## src/rtl/cpu_sequencer.sv

```systemverilog
// Multi-cycle fetch/decode/exec/mem/writeback sequencer for the 9-bit core.
// Owns pc and ir, handshakes with a variable-latency data memory, flags halt and memory timeout.
//
// state  | meaning
// IDLE   | waiting for start
// FETCH  | ir <- imem_data
// DECODE | halt detection
// EXEC   | ALU cycle; memory ops branch to MEM
// MEM    | dmem request outstanding, bounded by the timeout timer
// WB     | register write, pc update, retire
// HALT   | program finished; start restarts at pc 0
// ERR    | data memory timed out; only reset exits
module cpu_sequencer #(
    parameter int         PC_W        = 10,
    parameter logic [8:0] HALT_CODE   = 9'h1FF,
    parameter int         MEM_TIMEOUT = 16
) (
    input  logic            clk,
    input  logic            reset,
    input  logic            start,
    input  logic [8:0]      imem_data,
    input  logic            dec_branch,
    input  logic            dec_write_reg,
    input  logic            dec_mem_read,
    input  logic            dec_mem_write,
    input  logic            branch_taken,
    input  logic [PC_W-1:0] branch_target,
    input  logic            dmem_ack,
    output logic [PC_W-1:0] pc,
    output logic [8:0]      ir,
    output logic            alu_en,
    output logic            dmem_req,
    output logic            dmem_we,
    output logic            reg_we,
    output logic            busy,
    output logic            done,
    output logic            error,
    output logic [15:0]     instr_count
);

    typedef enum logic [2:0] {
        S_IDLE, S_FETCH, S_DECODE, S_EXEC, S_MEM, S_WB, S_HALT, S_ERR
    } state_t;

    localparam int TMO_W = $clog2(MEM_TIMEOUT + 1);
    localparam logic [TMO_W-1:0] TMO_LOAD = TMO_W'(MEM_TIMEOUT - 1);

    state_t           state, state_nxt;
    logic [TMO_W-1:0] tmo_cnt;
    logic [15:0]      count_inc;
    logic [PC_W-1:0]  pc_inc;

    assign count_inc = (instr_count == 16'hFFFF) ? instr_count : instr_count + 16'd1;
    assign pc_inc    = pc + PC_W'(1);

    always_ff @(posedge clk) begin
        if (reset) state <= S_IDLE;
        else       state <= state_nxt;
    end

    always_comb begin
        state_nxt = state;
        case (state)
            S_IDLE, S_HALT: if (start) state_nxt = S_FETCH;
            S_FETCH:        state_nxt = S_DECODE;
            S_DECODE:       state_nxt = (ir == HALT_CODE) ? S_HALT : S_EXEC;
            S_EXEC:         state_nxt = (dec_mem_read | dec_mem_write) ? S_MEM : S_WB;
            S_MEM: begin
                if (dmem_ack)          state_nxt = dec_mem_read ? S_WB : S_FETCH;
                else if (tmo_cnt == '0) state_nxt = S_ERR;
            end
            S_WB:           state_nxt = S_FETCH;
            S_ERR:          state_nxt = S_ERR;
            default:        state_nxt = S_IDLE;
        endcase
    end

    always_comb begin
        alu_en   = 1'b0;
        dmem_req = 1'b0;
        dmem_we  = 1'b0;
        reg_we   = 1'b0;
        busy     = 1'b0;
        done     = 1'b0;
        error    = 1'b0;
        case (state)
            S_FETCH, S_DECODE: busy = 1'b1;
            S_EXEC: begin
                busy   = 1'b1;
                alu_en = 1'b1;
            end
            S_MEM: begin
                busy     = 1'b1;
                dmem_req = 1'b1;
                dmem_we  = dec_mem_write;
            end
            S_WB: begin
                busy   = 1'b1;
                reg_we = dec_write_reg;
            end
            S_HALT: done = 1'b1;
            S_ERR: begin
                done  = 1'b1;
                error = 1'b1;
            end
            default: ;
        endcase
    end

    // Timeout timer counts down from MEM_TIMEOUT-1; reaching zero without ack is the last allowed cycle.
    always_ff @(posedge clk) begin
        if (reset) begin
            pc          <= '0;
            ir          <= '0;
            instr_count <= '0;
            tmo_cnt     <= '0;
        end else begin
            case (state)
                S_IDLE, S_HALT: begin
                    if (start) begin
                        pc          <= '0;
                        instr_count <= '0;
                    end
                end
                S_FETCH: ir <= imem_data;
                S_EXEC:  tmo_cnt <= TMO_LOAD;
                S_MEM: begin
                    if (dmem_ack) begin
                        if (!dec_mem_read) begin
                            pc          <= pc_inc;
                            instr_count <= count_inc;
                        end
                    end else if (tmo_cnt != '0) begin
                        tmo_cnt <= tmo_cnt - TMO_W'(1);
                    end
                end
                S_WB: begin
                    pc          <= (dec_branch & branch_taken) ? branch_target : pc_inc;
                    instr_count <= count_inc;
                end
                default: ;
            endcase
        end
    end

endmodule

```

## config.mk

```make
export PLATFORM = sky130hd
export DESIGN_NAME = cpu_sequencer
export DESIGN_NICKNAME = d
export VERILOG_FILES = /design/src/rtl/cpu_sequencer.sv
export SDC_FILE = /design/constraint.sdc
export NUM_CORES = 1
export LEC_CHECK = 0
export CAP_MARGIN = 5
export CORE_MARGIN = 2
export CORE_UTILIZATION = 42
export CTS_CLUSTER_SIZE = 8
export DETAILED_ROUTE_END_ITERATION = 16
export PLACE_DENSITY = 0.76
export SKIP_LAST_GASP = 1
export SYNTH_ARGS = -nofsm -noshare
export SYNTH_HDL_FRONTEND = slang
export SYNTH_SLANG_ARGS = --single-unit
```

## constraint.sdc

```tcl
create_clock -name clk -period 1.66 [get_ports clk]
set_input_delay 0.498 -clock clk [delete_from_list [all_inputs] [get_ports clk]]
set_output_delay 0.498 -clock clk [all_outputs]
set_load 0.03 [all_outputs]
```

Word-level counts from Yosys, hierarchy flattened
Index checks and enable logic that the tools add are counted.
{ "totals": {"regBits": 43, "input_bits": 28, "output_inout_bits": 42, "elab_cells": 63} }
{ "op_classes": {"addsub": 3, "n_eq_ne": 15, "muxes": 27, "bitwise": 2, "n_reduce_logical": 11} }
{ "ops": {"columns": ["operator", "count"], "rows": [
  ["two-way mux 16 bit", 4],
  ["case mux 16 bit (3 select lines)", 1],
  ["two-way mux 10 bit", 4],
  ["case mux 10 bit (3 select lines)", 1],
  ["case mux 3 bit (7 select lines)", 1],
  ["adder 16 x 1 -> 16 bit (second input constant)", 1],
  ["== test 16 bit (second input constant)", 1],
  ["two-way mux 3 bit", 5],
  ["== test 3 bit (second input constant)", 4],
  ["adder 10 x 1 -> 10 bit (second input constant)", 1],
  ["two-way mux 5 bit", 2],
  ["!= test 2 bit (second input constant)", 5],
  ["case mux 5 bit (2 select lines)", 1],
  ["== test 9 bit (second input constant)", 1],
  ["two-way mux 1 bit", 8],
  ["== test 3 x 2 -> 1 bit (second input constant)", 2],
  ["zero test 5 bit", 1],
  ["nonzero test 5 bit", 1],
  ["OR reduction 5 bit", 1],
  ["subtractor 5 x 1 -> 5 bit (second input constant)", 1],
  ["AND reduction 4 bit", 1],
  ["OR reduction 2 bit", 2],
  ["== test 3 x 1 -> 1 bit (second input constant)", 1],
  ["zero test 3 bit", 1],
  ["7 further kinds", 7]
]} }

Logic depth before layout (Yosys ltp)
Gate-level depths: netlist (run 1).
{ "depth": {"depth_word": 5, "mapped_depth": 7, "depth_no_buf": 7} }

Least setup slack after synthesis (run 1)
No wires, ideal clock.
{ "synth_path": {"path_kind": "register -> output", "start": "register state[1]", "end": "output port dmem_we", "t_arrival_ps": 1584, "required_ps": 1162, "path_slack_ps": -422, "path_stages_with_launch": 6, "n_path_buf": 2, "cell_sequence": "dfxtp_1 buf_2 nand2b_1 clkbuf_1 nor2_1 and2_1"} }
{ "synth_between": {"elab_chain_cells": 2} }
{ "synth_rtl": {"columns": ["item", "line_no", "rtl"], "rows": [
  ["from (decl)", "48", "state_t state, state_nxt;"],
  ["from (signal assigned)", "58", "else state <= state_nxt;"],
  ["== test 3 bit", "86", "case (state)"],
  ["two-way mux 1 bit", "86", null],
  ["to (decl)", "33", "output logic dmem_we,"]
]} }
No other way between the ends.

Worst setup path in the final report (run 1)
{ "layout_path": {"start": "register state[1]", "end": "register instr_count[13]"} }
{ "layout_between": {"elab_chain_cells": 4, "word_cells_on_any_way": 11, "classes_between": "6 x eq/ne; 1 x mux; 4 x reduce/logical"} }
{ "layout_rtl": {"columns": ["item", "line_no", "rtl"], "rows": [
  ["== test 3 bit or zero test 3 bit (tied branches)", "118", "case (state)"],
  ["OR reduction 2 bit", "118", null],
  ["!= test 2 bit (no source line) or nonzero test 3 bit (tied branches)", null, null],
  ["AND reduction 4 bit (no source line)", null, null],
  ["to (signal assigned)", "131", "instr_count <= count_inc;"],
  ["to (signal assigned)", "139", "instr_count <= count_inc;"],
  ["to (decl)", "38", "output logic [15:0] instr_count"]
]} }
Parallel ways exist; a longest one is shown, timed or not.
A chain may end at the register's enable or synchronous reset.

==> results of run 1 <==
==> routing by layer <==
metal / share of wire, % / vias up
met3: 7.5 / 64
met1: 37 / 1416
met4: 5.8 / 0
li1: - / 1343
met5: 0 / -
met2: 50 / 217
==> final timing paths <==
path              start              end  slack, ns
max            state[1]  instr_count[13]      -0.25
min          tmo_cnt[0]       tmo_cnt[0]       0.46
max reg2reg    state[1]  instr_count[13]      -0.25
min reg2reg  tmo_cnt[0]       tmo_cnt[0]       0.46
==> cell families after synthesis <==
| group | after synthesis |
|---|---|
| AO/OA/AOI/OAI | 71 |
| XOR/XNOR | 9 |
| adder cells (fa/ha/maj) | 3 |
| buffers and inverters | 23 |
| flip-flops | 43 |
| multiplexers | 9 |
| AND/OR/NAND/NOR | 126 |
==> where the power goes <==
group | switching, W | leakage [nW] | total, W | internal (W)
registers | 0.000115 | 0.359 | 0.00124 | 0.00113
clock network | 0.000388 | 0.0612 | 0.000876 | 0.000488
logic | 0.000911 | 1.31 | 0.00175 | 0.000841
==> layout make-up <==
| class | count | area share (%) |
|---|---|---|
| Tap cell | 70 | 2.16 |
| Sequential cell | 43 | 22.1 |
| Clock buffer | 6 | 2.03 |
| Multi-Input combinational cell | 218 | 39.6 |
| Timing Repair Buffer | 150 | 32.3 |
| Clock inverter | 2 | 0.862 |
| Inverter | 10 | 0.924 |
==> cell usage after synthesis, types with 7 or more instances <==
master    number
a21oi_1       23
and2_1         7
and4_1         7
clkbuf_1       9
dfxtp_1       43
inv_1         10
mux2i_1        9
nand2_1       22
nand4_1        7
nor2_1        32
nor3_1        12
o21ai_0       16
==> per-stage QoR <==
stage	TNS, ns	worst slack (ns)	hold WS [ns]	util, %
after global placement	-13.81	-0.634	0.444	67.5
after CTS	-0.674	-0.189	0.461	74.4
after detailed placement	-14.80	-0.671	0.445	67.5
after floorplan	-0.208	-0.0590	0.429	-
after global routing	-6.06	-0.292	0.481	78.1
final	-3.87	-0.252	0.460	78.1
==> sequential cells by signal, summed over array words and instances (netlist names) <==
| name | cells |
|---|---|
| pc | 10 |
| tmo_cnt | 5 |
| instr_count | 16 |
| ir | 9 |
| state | 3 |
==> timing repair <==
action                                  4_1_cts  5_1_grt
cloned                                        1        1
buffers inserted                             18        6
resized for setup                            78       34
pin swaps                                    12       12
endpoints found under the setup margin       68       42
==> summary.txt, run 1 <==
Status -> finished with violations
Failing checks -> setup timing
1st-pass router iterations -> 5
Clock transition at path regs -> 0.09 ns
Via count -> 3,040
WL final -> 9420 um
Startpoint types -> register
Worst Path Arrival -> 2.10 ns
Maxcap violations -> 0
Post-Layout Cell Count -> 499
Hold path depth -> 1
Slowest-stage cell, CP -> dfxtp_4
Area share of fa/ha/maj cells after synthesis -> 1.63%
Via/cell ratio -> 6.09
Ant diodes -> 0
Top-area cell type share of the netlist area -> 37.4%
Post-route cell area -> 4060 um2
CP cell instances -> buf_12 > xor2_4 > or2_4 > buf_4 > a2111oi_4 > buf_4 > xnor2_1 > nor2_1
Max Clk Rate -> 523 MHz
Hold_buf cts -> 0
Met2 usage -> 52.1%
Tmin final -> 1.91 ns
Fraction of layout cells with a size suffix above 1 -> 36.1%
# setup viols final -> 41
Cell mode on critical path -> buf_4
Synthesized flop and latch total -> 43
Final net count -> 459
Mux share of post-synthesis cell area -> 3.91%
Routability cong. -> 0.913
Synth area leaders -> dfxtp_1 37%, nor2_1 5.2%, a21oi_1 5.0%
Number of synthesized flops with an enable pin -> 0
Lkg Pwr -> 1.73 nW
Met3 GRT Util -> 4.94%
Root Driver -> clkbuf_8
Worst-margin pin slew -> 0.512 ns
Sequential element share of the synthesized area -> 37.4%
Area grow syn2layout -> 76.3%
Crit end category -> register
Final-report hold violation count -> 0
Yosys warnings -> 0
Most common cell after layout, fill and taps aside -> buf_4
Area of the core -> 5200 um2
Global-route wire length before repair -> 13,500 um
Vias in the first global route -> 2,901
Cts bufs inserted -> 5
Most frequent cells in the layout -> 69 x buf_4, 35 x dlygate4sd2_1, 29 x nor2_1
Ports -> 70
Synth Area in Compound Gates -> 20.5%
Max stage delay on crit path -> 0.38 ns
Delay-heaviest family, CP -> buffers and inverters
HPWL Detailed -> 5280 um
Post-synthesis cell count -> 284
Inst Count DP -> 466
Multi-input gate area -> 1610 um2
Initial antenna violation count -> 0
Die Height -> 78.1 um
CTS Buffer Depth -> 2
Initial DRC count -> 292
GRT busiest layer -> met2
Total congestion overflow -> 0
Clock sink count -> 43
Hold Path Class -> register to register
Synth async-reset ratio -> 0%
Remaining antenna violation count -> 0
FF+latch area -> 898 um2
WP buf/inv -> 3
CTS tree -> built
DR DRC count -> 0
Max-slew violations -> 0
Synthesized area -> 2300 um2
GR Util All Layers -> 27.7%
Die ar. -> 6100 um2
Critical path depth in cells -> 8
Met1 usage -> 30.0%
Die width -> 78.1 um
Synth Area per Inst -> 8.12 um2
H-tree lvl count -> 2
Placed instance area -> 3510 um2
Slew margin rel. -> 65.7%
Final Cycle Share -> 115%
Library cells used by synthesis -> 52
Dominant synthesized flop cell -> dfxtp_1
Final Skew -> 0.00436 ns
RSZ-0062 raised after global routing -> true
Post-Synth Simple-Gate Area -> 29.3%
Final WS setup -> -0.252 ns
Filler Cell Count -> 336
Clock Latency Late Sink -> 0.30 ns
Synth Area in XOR/XNOR -> 3.42%
Reg2Reg Depth -> 8
DR WL/cell -> 18.9 um
Worst path required time -> 1.85 ns
PwrDens -> 953 nW/um2
Syn nets -> 315
Input/output buffers -> 69
Crit path max fanout -> 4
Largest net degree at the start of global routing -> 16
Worst vdd ir -> 874 uV
Critical path type -> register to register
Total power -> 0.00387 W
Starting density of the core -> 44.3%
Number of core rows -> 26
Dominant cell type by area after synthesis -> dfxtp_1
Largest family of logic cells by synthesized area -> simple AND/OR/NAND/NOR gates
(Power assumes the default switching activity.)
==> run 2: changes to the inputs <==
--- a/config.mk
+++ b/config.mk
@@ -7,10 +7,11 @@
 export LEC_CHECK = 0
 export CAP_MARGIN = 5
 export CORE_MARGIN = 2
-export CORE_UTILIZATION = 42
+export CORE_UTILIZATION = 50
 export CTS_CLUSTER_SIZE = 8
 export DETAILED_ROUTE_END_ITERATION = 16
-export PLACE_DENSITY = 0.76
+export PLACE_DENSITY = 0.84
+export REMOVE_ABC_BUFFERS = 1
 export SKIP_LAST_GASP = 1
 export SYNTH_ARGS = -nofsm -noshare
 export SYNTH_HDL_FRONTEND = slang
==> constraint.sdc (replaced) <==
create_clock -name clk -period 2.5 [get_ports clk]
set_input_delay 0.75 -clock clk [delete_from_list [all_inputs] [get_ports clk]]
set_output_delay 0.75 -clock clk [all_outputs]
set_load 0.03 [all_outputs]
==> summary.txt, run 2 (synthesis gave the netlist of run 1 again) <==
Post-route cell area -> 3210 um2
# setup viols final -> 0
Total congestion overflow -> 0
Die width -> 71.9 um
Worst-margin pin slew -> 0.592 ns
Via/cell ratio -> 5.95
Slew margin rel. -> 59.5%
Ports -> 70
Via count -> 2,476
Total power -> 0.00202 W
Pre-CTS WS -> -0.142 ns
Global-route wire length before repair -> 10,200 um
CTS Buffer Depth -> 2
Number of core rows -> 24
Worst Path Arrival -> 1.70 ns
Final WS setup -> 0.0505 ns
Ant diodes -> 0
Clock sink count -> 43
Worst vdd ir -> 481 uV
RSZ-0062 raised after global routing -> false
Lkg Pwr -> 1.11 nW
Die Height -> 71.9 um
Initial DRC count -> 172
DR WL/cell -> 14.7 um
Max-slew violations -> 0
PwrDens -> 630 nW/um2
Clock transition at path regs -> 0.09 ns
Filler Cell Count -> 359
Crit end category -> primary output
Placed instance area -> 3120 um2
Initial antenna violation count -> 0
Hold Path Class -> register to register
Critical path type -> register to primary output
Inst Count DP -> 408
Final Skew -> 0.00912 ns
Largest net degree at the start of global routing -> 16
Post-Layout Cell Count -> 416
Startpoint types -> register
Delay-heaviest family, CP -> buffers and inverters
Routability cong. -> 0.848
Final net count -> 394
Status -> finished clean
Post-CTS setup repair buffer count -> 0
Most frequent cells in the layout -> 64 x clkdlybuf4s50_1, 43 x dfxtp_1, 32 x nor2_1
Clock Latency Late Sink -> 0.30 ns
Final Cycle Share -> 98.0%
Top reg by flops -> instr_count
Area of the core -> 4380 um2
WL final -> 6110 um
Most common cell after layout, fill and taps aside -> clkdlybuf4s50_1
Max Clk Rate -> 408 MHz
WP buf/inv -> 1
Cts bufs inserted -> 5
Largest regs -> instr_count (16), pc (10), ir (9)
Max reg flops -> 16
Die ar. -> 5170 um2
Fraction of layout cells with a size suffix above 1 -> 9.62%
DR DRC count -> 0
Met3 GRT Util -> 6.67%
WHS -> 0.492 ns
H-tree lvl count -> 2
Input/output buffers -> 69
Post-CTS Resized -> 0
Met1 usage -> 31.0%
Area grow syn2layout -> 39.1%
Crit path max fanout -> 9
HPWL Detailed -> 4550 um
Tmin final -> 2.45 ns
Starting density of the core -> 52.6%
CTS tree -> built
CP cell instances -> and3_1 > clkdlybuf4s50_1
1st-pass router iterations -> 4
GRT busiest layer -> met2
Met2 usage -> 40.3%
Worst path required time -> 1.75 ns
Slowest-stage cell, CP -> clkdlybuf4s50_1
Max stage delay on crit path -> 0.67 ns
Vias in the first global route -> 2,334
Root Driver -> clkbuf_8
Maxcap violations -> 0
GR Util All Layers -> 24.5%
Final-report hold violation count -> 0
Remaining antenna violation count -> 0
Hold_buf cts -> 0
-- run 2: cell count changes in the layout (fill, tap and decap cells not counted), moves of 6 or more --
cell	before	now
dlygate4sd2_1	35	0
clkdlybuf4s50_1	23	64
buf_6	14	0
dfxtp_2	12	0
dfxtp_4	6	0
dfxtp_1	25	43
buf_4	69	20
-- run 2: worst min-delay path, delay by kind of cell (launching register included) --
kind            cells  cell delay, ns
compound gates      1            0.05
simple gates        1            0.06
flops               1            0.34
-- run 2: final timing paths --
path / startpoint / slack, ns / cells past startpoint / to
hold reg to reg: instr_count[1] / 0.49 / 2 / instr_count[1]
setup / recovery: state[1] / 0.05 / 2 / error
hold / removal: instr_count[1] / 0.49 / 2 / instr_count[1]
setup reg to reg: state[1] / 0.41 / 6 / instr_count[8]
-- run 2: metal layers --
| metal | part of all wire, % | vias to the layer above |
|---|---|---|
| met4 | 0.97 | 0 |
| li1 | - | 1210 |
| met5 | 0 | - |
| met3 | 6.5 | 6 |
| met2 | 49 | 73 |
| met1 | 44 | 1187 |
-- run 2: through the flow --
step / utilization [%] / TNS [ns]
global route: 73.1 / 0
detailed placement: 71.1 / -0.439
CTS: 73.1 / 0
finish: 73.1 / 0
floorplan: - / 0
global placement: 71.1 / -0.0824
-- run 2: layout make-up --
type	count	area, um2	share of cell area, %
Inverter	10	37.5	1.17
Tap cell	52	65.1	2.03
Clock inverter	2	12.5	0.390
Sequential cell	43	861	26.9
Timing Repair Buffer	85	803	25.1
Clock buffer	6	72.6	2.26
Multi-Input combinational cell	218	1350	42.2
-- run 2: power breakdown --
group	switching, W	internal, W
logic	0.000419	0.000338
registers	0.0000719	0.000746
clock network	0.000248	0.000195
